===== src/rtl/dense_argmax.sv =====
`default_nettype none
// ============================================================================
// Module   : dense_argmax
// Brief    : Streaming argmax over NUM_CLASSES signed dense-layer sums per frame,
//            with a valid/ready result hold. Define DENSE_ARGMAX_BIAS_EN for
//            per-class bias registers.
// Revision : 1.0
// ============================================================================
module dense_argmax #(
    parameter int IN_WIDTH    = 32,
    parameter int NUM_CLASSES = 10,
    parameter int CLS_WIDTH   = 4
) (
    input  logic                 clk,
    input  logic                 rst_n,
    input  logic                 frame_start_in,
    input  logic                 frame_end_in,
    input  logic [IN_WIDTH-1:0]  dense_sum_in,
    input  logic                 dense_valid_in,
    output logic [CLS_WIDTH-1:0] class_out,
    output logic [IN_WIDTH:0]    score_out,
    output logic                 result_valid,
    input  logic                 result_ready,
    output logic                 short_err,
    output logic                 overrun_err
`ifdef DENSE_ARGMAX_BIAS_EN
    ,
    input  logic                 bias_wr_en,
    input  logic [CLS_WIDTH-1:0] bias_wr_addr,
    input  logic [IN_WIDTH-1:0]  bias_wr_data
`endif
);

    localparam logic [1:0] c_ST_IDLE    = 2'd0;
    localparam logic [1:0] c_ST_COLLECT = 2'd1;
    localparam logic [1:0] c_ST_HOLD    = 2'd2;

    localparam logic [CLS_WIDTH-1:0] c_LAST_IDX = CLS_WIDTH'(NUM_CLASSES - 1);

    logic [1:0]                 r_state;
    logic [1:0]                 w_state_nxt;
    logic [CLS_WIDTH-1:0]       r_cnt;
    logic [CLS_WIDTH-1:0]       r_max_cls;
    logic signed [IN_WIDTH:0]   r_max_score;
    logic                       r_short_err;
    logic                       r_overrun_err;

    logic                       w_start_ok;
    logic                       w_take;
    logic [CLS_WIDTH-1:0]       w_idx;
    logic                       w_first;
    logic                       w_last;
    logic                       w_short;
    logic signed [IN_WIDTH:0]   w_score;

    // A frame start is honoured everywhere except while a result is waiting.
    assign w_start_ok = frame_start_in && (r_state != c_ST_HOLD);
    assign w_take     = dense_valid_in && (w_start_ok || (r_state == c_ST_COLLECT));
    assign w_idx      = w_start_ok ? '0 : r_cnt;
    assign w_first    = (w_idx == '0);
    assign w_last     = (w_idx == c_LAST_IDX);
    assign w_short    = (r_state == c_ST_COLLECT) && frame_end_in && !frame_start_in
                        && !(w_take && w_last);

`ifdef DENSE_ARGMAX_BIAS_EN
    logic [IN_WIDTH-1:0] w_bias [2**CLS_WIDTH];

    // Slots beyond NUM_CLASSES are constant zero, so out-of-range writes vanish.
    for (genvar gi = 0; gi < 2**CLS_WIDTH; gi++) begin : g_bias
        if (gi < NUM_CLASSES) begin : g_reg
            logic [IN_WIDTH-1:0] r_bias;
            always_ff @(posedge clk or negedge rst_n) begin
                if (!rst_n)
                    r_bias <= '0;
                else if (bias_wr_en && (bias_wr_addr == CLS_WIDTH'(gi)))
                    r_bias <= bias_wr_data;
            end
            assign w_bias[gi] = r_bias;
        end else begin : g_zero
            assign w_bias[gi] = '0;
        end
    end

    assign w_score = $signed({dense_sum_in[IN_WIDTH-1], dense_sum_in})
                   + $signed({w_bias[w_idx][IN_WIDTH-1], w_bias[w_idx]});
`else
    assign w_score = $signed({dense_sum_in[IN_WIDTH-1], dense_sum_in});
`endif

    always_ff @(posedge clk or negedge rst_n) begin
        if (!rst_n)
            r_state <= c_ST_IDLE;
        else
            r_state <= w_state_nxt;
    end

    always_comb begin
        w_state_nxt = r_state;
        case (r_state)
            c_ST_IDLE: begin
                if (w_start_ok)
                    w_state_nxt = c_ST_COLLECT;
            end
            c_ST_COLLECT: begin
                if (w_take && w_last)
                    w_state_nxt = c_ST_HOLD;
                else if (frame_start_in)
                    w_state_nxt = c_ST_COLLECT;
                else if (frame_end_in)
                    w_state_nxt = c_ST_IDLE;
            end
            c_ST_HOLD: begin
                if (result_ready)
                    w_state_nxt = c_ST_IDLE;
            end
            default: w_state_nxt = c_ST_IDLE;
        endcase
    end

    always_ff @(posedge clk or negedge rst_n) begin
        if (!rst_n) begin
            r_cnt         <= '0;
            r_max_cls     <= '0;
            r_max_score   <= '0;
            r_short_err   <= 1'b0;
            r_overrun_err <= 1'b0;
        end else begin
            r_short_err <= 1'b0;
            if (w_start_ok) begin
                r_cnt         <= '0;
                r_max_cls     <= '0;
                r_max_score   <= '0;
                r_overrun_err <= 1'b0;
            end
            // Strict compare keeps the lower index on ties.
            if (w_take) begin
                if (w_first || (w_score > r_max_score)) begin
                    r_max_score <= w_score;
                    r_max_cls   <= w_idx;
                end
                r_cnt <= w_last ? '0 : w_idx + CLS_WIDTH'(1);
            end else if (w_short) begin
                r_short_err <= 1'b1;
                r_cnt       <= '0;
            end
            if ((r_state == c_ST_HOLD) && (dense_valid_in || frame_start_in))
                r_overrun_err <= 1'b1;
        end
    end

    // The running max freezes in HOLD, so it doubles as the result register.
    always_comb begin
        result_valid = (r_state == c_ST_HOLD);
        class_out    = r_max_cls;
        score_out    = r_max_score;
        short_err    = r_short_err;
        overrun_err  = r_overrun_err;
    end

endmodule
`default_nettype wire


===== config.mk =====
export PLATFORM = sky130hd
export DESIGN_NAME = dense_argmax
export DESIGN_NICKNAME = d
export VERILOG_FILES = /design/src/rtl/dense_argmax.sv
export SDC_FILE = /design/constraint.sdc
export NUM_CORES = 1
export LEC_CHECK = 0
export BUFFER_PORTS_ARGS = -buffer_cell sky130_fd_sc_hd__buf_4
export CELL_PAD_IN_SITES_DETAIL_PLACEMENT = 2
export CELL_PAD_IN_SITES_GLOBAL_PLACEMENT = 2
export CORE_UTILIZATION = 30
export CTS_CLUSTER_SIZE = 24
export DETAILED_ROUTE_END_ITERATION = 8
export GPL_TIMING_DRIVEN = 1
export PLACE_DENSITY = 0.74
export SLEW_MARGIN = 40
export SYNTH_ARGS = -nofsm -noshare
export SYNTH_HDL_FRONTEND = slang
export SYNTH_SLANG_ARGS = --single-unit

===== constraint.sdc =====
create_clock -name clk -period 2.5 [get_ports clk]
set_input_delay 0 -clock clk [delete_from_list [all_inputs] [get_ports clk]]
set_output_delay 0 -clock clk [all_outputs]
set_load 0.05 [all_outputs]

==> results.toml, run 1 <==
[outcome]
status = "finished, violations left"
failed_checks = "setup timing"

[clock_network]
clk_path_buf_depth = 2
clk_pin_slew_ns = 0.11
clock_latency_ns = 0.32
htree_levels = 2
cts_sinks = 45
cts_inserted_buffers = 5
cts_root_buffer = "clkbuf_8"
cts_tree = "built"

[sta]
final_max_slew_viol_count = 0
relSlewSlack_pct = 57.22
fin_setup_tns_ns = -8.574
grt_setup_unrepaired = "true"
max_freq_ghz = 0.3597
setup_viol = 37
finalCritPeriodShare_pct = 111.2
hold_slack_ns = 0.02755
layout_min_cycle_time_ns = 2.780
hold_violations = 0
tightest_slew_ns = 0.6417
worst_slack_ns = -0.2801
fin_skew_ns = 0.01099

[detailed_routing]
dr_total_vias = 2945
wl_per_cell_um = 21.40
postRouteAntennaNets = 0
drt-initial-drc-count = 56
drc = 0
routed_via_density = 4.941
dr.pass1.iters = 4
routed_wl_mm = 12.76

[yosys]
syn_nets = 367
synthFlopType = "dfrtp_1"
synthTopCellsByCount = "dfrtp_1 (45), inv_1 (40), nor2_1 (39)"
synth_edf_count = 0
synth_top_area_share_pct = 37.22
async_flop_share_pct = 100.0
synth_area_leader_cell = "dfrtp_1"
ys_seq_elements = 45
yosys_warnings = 0
synth.most_common_cell = "dfrtp_1"
netlist_area_mm2 = 0.003025
synth_area_per_cell_um2 = 10.22
synth_cells = 296
ys_top_cells_by_area = "dfrtp_1 (37%), ha_1 (14%), mux2_4 (13%)"
synth_cell_types = 43
yosysSeqAreaShare_pct = 37.22

[die]
dieArea_mm2 = 0.01049
ioPinCount = 78
die_height_um = 102.4
fp.coreArea_mm2 = 0.009774
num_rows = 36
die_w_um = 102.4
initial_utilization_pct = 30.95

[power]
power_frac_seq_pct = 22.1
p_sw_share_pct = 45.57
pwr-share-comb_pct = 67.8
leakage_nw = 2.388
ir_drop_v = 0.0004058
power.density_mw_per_mm2 = 1009
intPower_mw = 2.727
p_clk_share_pct = 10.1
switchingPower_mw = 2.283

[grt]
grt_max_degree = 46
grt_pass1_vias = 3320
grt_usage_pct = 21.16
grt_pass1_wl_mm = 16.88
antenna_found_initial = 0
overflow = 0

[critical_path]
worstPathArrival_ns = 2.98
critPathKind = "flop to flop"
cp_max_fo = 5
end_kind = "flop"
cp-start-kind = "flop"
cp.required_ns = 2.70

[layout]
utilization_pct = 50.78
nNetsFinal = 533
syn_to_final_growth_pct = 64.06
instances_no_fill = 596
antenna_cells = 0
drive_above_1_share_pct = 53.56
n_fill_cell = 1036

[flow_run]
cap_viol_max_count = 0

[placement]
hpwl_mm = 6.911
place_congestion = 0.7424
portBuffers = 77
numPlacedInstances = 534
dp_slack_ns = -0.2006

[min_path]
hold_path.class = "input port to flop"
==> per-stage QoR <==
stage	total power, mW	instance area (um^2)
detailed placement	3.779	4060
CTS	4.577	4691
global placement	3.674	4060
floorplan	2.880	3126
global route	5.245	4964
finish	5.010	4964
==> critical path: stages (launching register included) <==
cell and delay [ns]:
dfrtp_2 0.38, inv_2 0.05, ha_1 0.29, nand4_1 0.18, and4bb_2 0.40, nor3_2 0.06, or3_4 0.41, a22oi_4 0.27
buf_6 0.17, buf_12 0.12, mux2_4 0.32
==> worst paths after layout <==
path / from / endpoint / slack (ns) / cells past startpoint
min in group asynchronous: rst_n / score_out[28] / 0.23 / 2
worst max-delay path: score_out[28] / score_out[11] / -0.28 / 10
worst max register to register: score_out[28] / score_out[11] / -0.28 / 10
worst min register to register: r_state[1] / r_state[0] / 0.52 / 1
worst min-delay path: frame_end_in / r_state[0] / 0.03 / 4
max in group asynchronous: rst_n / score_out[18] / 1.79 / 2
==> power by group through the flow <==
stage	clock network, mW	logic (mW)	registers [mW]
2_1_floorplan	0	1.12	1.76
3_3_place_gp	0	2.59	1.08
3_5_place_dp	0	2.68	1.10
4_1_cts	0.493	3.00	1.08
5_1_grt	0.542	3.58	1.12
6_report	0.507	3.40	1.11
==> kinds of logic after synthesis <==
logic type	synth area share, %
DFF	37.22
muxes	17.54
AOI/OAI and AO/OA	9.016
adders and majority gates	13.65
xor gates and xnor gates	0.2895
and+or+nand+nor	14.18
buffers and inverters	8.106
==> state kept, by name (all words and copies together) (netlist names) <==
register     flops
r_state          2
class_out        4
score_out       33
short_err        1
overrun_err      1
r_cnt            4
==> cell type report <==
| type | count | area (um^2) | area share [%] |
|---|---|---|---|
| tap | 133 | 166.4 | 3.353 |
| clock inverter | 2 | 15.01 | 0.3025 |
| inverter | 40 | 150.1 | 3.025 |
| sequential | 45 | 1164 | 23.44 |
| timing repair buffer | 169 | 1443 | 29.06 |
| clock buffer | 6 | 72.57 | 1.462 |
| multi-input combinational | 201 | 1953 | 39.35 |
==> cells in the final DEF (no fill, tap or decap), types with 3 or more instances in the layout <==
| cell | instances |
|---|---|
| nor2_1 | 39 |
| buf_12 | 3 |
| mux2i_1 | 8 |
| dfrtp_1 | 15 |
| nor3_1 | 4 |
| a21oi_1 | 10 |
| buf_6 | 5 |
| ha_4 | 20 |
| dfrtp_2 | 30 |
| and4_4 | 5 |
| dlygate4sd3_1 | 37 |
| inv_2 | 10 |
| clkbuf_8 | 5 |
| nand2_1 | 23 |
| a21oi_2 | 4 |
| nand3_1 | 4 |
| buf_4 | 122 |
| mux2_4 | 30 |
| ha_1 | 13 |
| inv_1 | 30 |
| o21ai_0 | 5 |
==> repair_timing <==
action,in CTS,in global routing
setup endpoints to repair,31,37
hold endpoints to repair,81,0
hold buffers,37,0
buffers inserted,8,8
cloned,1,1
resized for setup,22,27
pin swaps,4,8
==> routing by layer <==
layer	vias up	part of all wire, %	GRT usage [%]
li1	1339	-	-
met1	1482	39	23.08
met2	91	53	41.44
met3	33	3.2	3.146
met4	0	4.1	6.484
met5	-	0	0
Note: power is estimated with default switching activity, not from simulation.
==> run 2: changes to the inputs <==
--- a/config.mk
+++ b/config.mk
@@ -6,13 +6,11 @@
 export NUM_CORES = 1
 export LEC_CHECK = 0
 export BUFFER_PORTS_ARGS = -buffer_cell sky130_fd_sc_hd__buf_4
-export CELL_PAD_IN_SITES_DETAIL_PLACEMENT = 2
-export CELL_PAD_IN_SITES_GLOBAL_PLACEMENT = 2
-export CORE_UTILIZATION = 30
+export CORE_UTILIZATION = 47
 export CTS_CLUSTER_SIZE = 24
 export DETAILED_ROUTE_END_ITERATION = 8
 export GPL_TIMING_DRIVEN = 1
-export PLACE_DENSITY = 0.74
+export PLACE_DENSITY = 0.72
 export SLEW_MARGIN = 40
 export SYNTH_ARGS = -nofsm -noshare
 export SYNTH_HDL_FRONTEND = slang
==> run 2 against run 1 <==
Against the previous run: clock skew shrank 0.0012 ns; flip-flop and latch count stayed put; the flow still finishes with violations (setup timing); global-route usage rose by 2.9 points; cell area is 7.0% lower; sequential share of layout area grew 1.8 points; via count shrank 10%; sequential power about the same; combinational power fell by 14%; die area fell by 36%; clock power down 7.9%; power is 11% lower; worst setup slack improved by 0.10 ns.
==> results.toml, run 2 (synthesized netlist as in run 1, its figures left out) <==
[outcome]
status = "finished, violations left"
failed_checks = "setup timing"

[grt]
grt_max_degree = 46
antenna_found_initial = 0
overflow = 0
grt_usage_pct = 24.09
grt_pass1_vias = 2823
grt_pass1_wl_mm = 12.42

[layout]
nNetsFinal = 515
final_common_cell = "buf_4"
largest_register_ff_count = 33
drive_above_1_share_pct = 48.54
fin_area_mm2 = 0.004616
n_fill_cell = 409
syn_to_final_growth_pct = 52.56
final_cell_mix = "buf_4 (105), nor2_1 (39), dlygate4sd3_1 (37)"
antenna_cells = 0

[sta]
finalCritPeriodShare_pct = 107.2
grt_setup_unrepaired = "true"
layout_min_cycle_time_ns = 2.680
relSlewSlack_pct = 59.82
final_max_slew_viol_count = 0
worst_slack_ns = -0.1797
hold_slack_ns = 0.03547
tightest_slew_ns = 0.6027
fin_skew_ns = 0.009790
setup_viol = 33
fin_setup_tns_ns = -4.606
max_freq_ghz = 0.3732
hold_violations = 0

[critical_path]
end_kind = "flop"
cp.required_ns = 2.68
worstPathArrival_ns = 2.86
cpPeakStageDelay_ns = 0.40
cp_top_family = "simple AND/OR/NAND/NOR gates"
crit_chain = "inv_1 > ha_1 > nand3_1 > and4bb_2 > nor3_1 > or3_4 > a22oi_4 > buf_12 > buf_12 > mux2_4"
cp_max_fo = 8
cp_slowest_cell = "or3_4"
crit_top_cell = "buf_12"
critPathKind = "flop to flop"
crit_buf_inv = 3
cp-start-kind = "flop"

[clock_network]
clk_pin_slew_ns = 0.10
clk_path_buf_depth = 2
cts_sinks = 45
cts_inserted_buffers = 5
cts_root_buffer = "clkbuf_8"
htree_levels = 2
clock_latency_ns = 0.30
cts_tree = "built"

[detailed_routing]
wl_per_cell_um = 15.38
postRouteAntennaNets = 0
drt-initial-drc-count = 81
drc = 0
routed_via_density = 5.088
dr.pass1.iters = 4
dr_total_vias = 2646
routed_wl_mm = 8.000

[placement]
place_area_mm2 = 0.003900
hpwl_mm = 4.920
portBuffers = 77
place_congestion = 0.8149

[die]
num_rows = 28
dieArea_mm2 = 0.006762
initial_utilization_pct = 49.92
fp.coreArea_mm2 = 0.006061
ioPinCount = 78
die_height_um = 82.23
die_w_um = 82.23

[min_path]
hold_path.class = "input port to flop"

[flow_run]
cap_viol_max_count = 0

[power]
power.density_mw_per_mm2 = 971.1
leakage_nw = 2.297
ir_drop_v = 0.0006354
[run 2: where the power goes]
part	switching [mW]	leakage, nW	internal (mW)	total [mW]
Clock	0.272	0.0450	0.195	0.467
Combinational	1.57	1.71	1.36	2.93
Sequential	0.135	0.538	0.952	1.09
Total	1.97	2.30	2.51	4.48
[run 2: path summary, 6_finish.rpt]
path	startpoint	end	slack, ns	cells after the start
min in group asynchronous	rst_n	score_out[7]	0.27	2
max	score_out[27]	score_out[13]	-0.18	10
max in group asynchronous	rst_n	score_out[13]	1.79	2
min	frame_end_in	r_state[0]	0.04	4
max reg2reg	score_out[27]	score_out[13]	-0.18	10
min reg2reg	r_state[1]	r_state[0]	0.51	1
[run 2: repair_timing]
action / 4_1_cts / 5_1_grt
pin swaps: 5 / 6
setup buffers: 9 / 5
setup endpoints to repair: 30 / 33
resized for setup: 8 / 17
hold buffers: 37 / 0
endpoints found under the hold margin: 80 / 0
gates cloned: 2 / 0
[run 2: final cells by class]
cell class / instances / area, um^2 / share of cell area, %
timing repair buffer: 151 / 1303 / 28.22
sequential: 45 / 1164 / 25.21
clock inverter: 2 / 10.01 / 0.2169
tap: 75 / 93.84 / 2.033
clock buffer: 6 / 72.57 / 1.572
inverter: 40 / 150.1 / 3.253
multi-input combinational: 201 / 1823 / 39.50
[run 2: stage by stage]
step           power [mW]  utilization [%]  worst slack, ns  cells
6_report            4.482            76.16          -0.1797    520
3_5_place_dp        3.609            64.35          -0.1256    461
3_3_place_gp        3.554            64.35         -0.09189    461
2_1_floorplan       2.880                -          -0.2012    296
4_1_cts             4.362            74.42          -0.1158    517
5_1_grt             4.744            76.16          -0.2546    520
[run 2: tightest hold or removal path, cell delays in order]
cell     delay [ns]
buf_4          0.08
inv_1          0.03
a21oi_1        0.13
nor3_1         0.06
[run 2: per-layer routing]
layer,up-vias,global-route usage (%),share of wire (%)
met5,-,0,0
met4,0,6.491,1.4
met3,11,2.747,3.5
met2,66,45.54,52
met1,1268,28.45,43
li1,1301,-,-
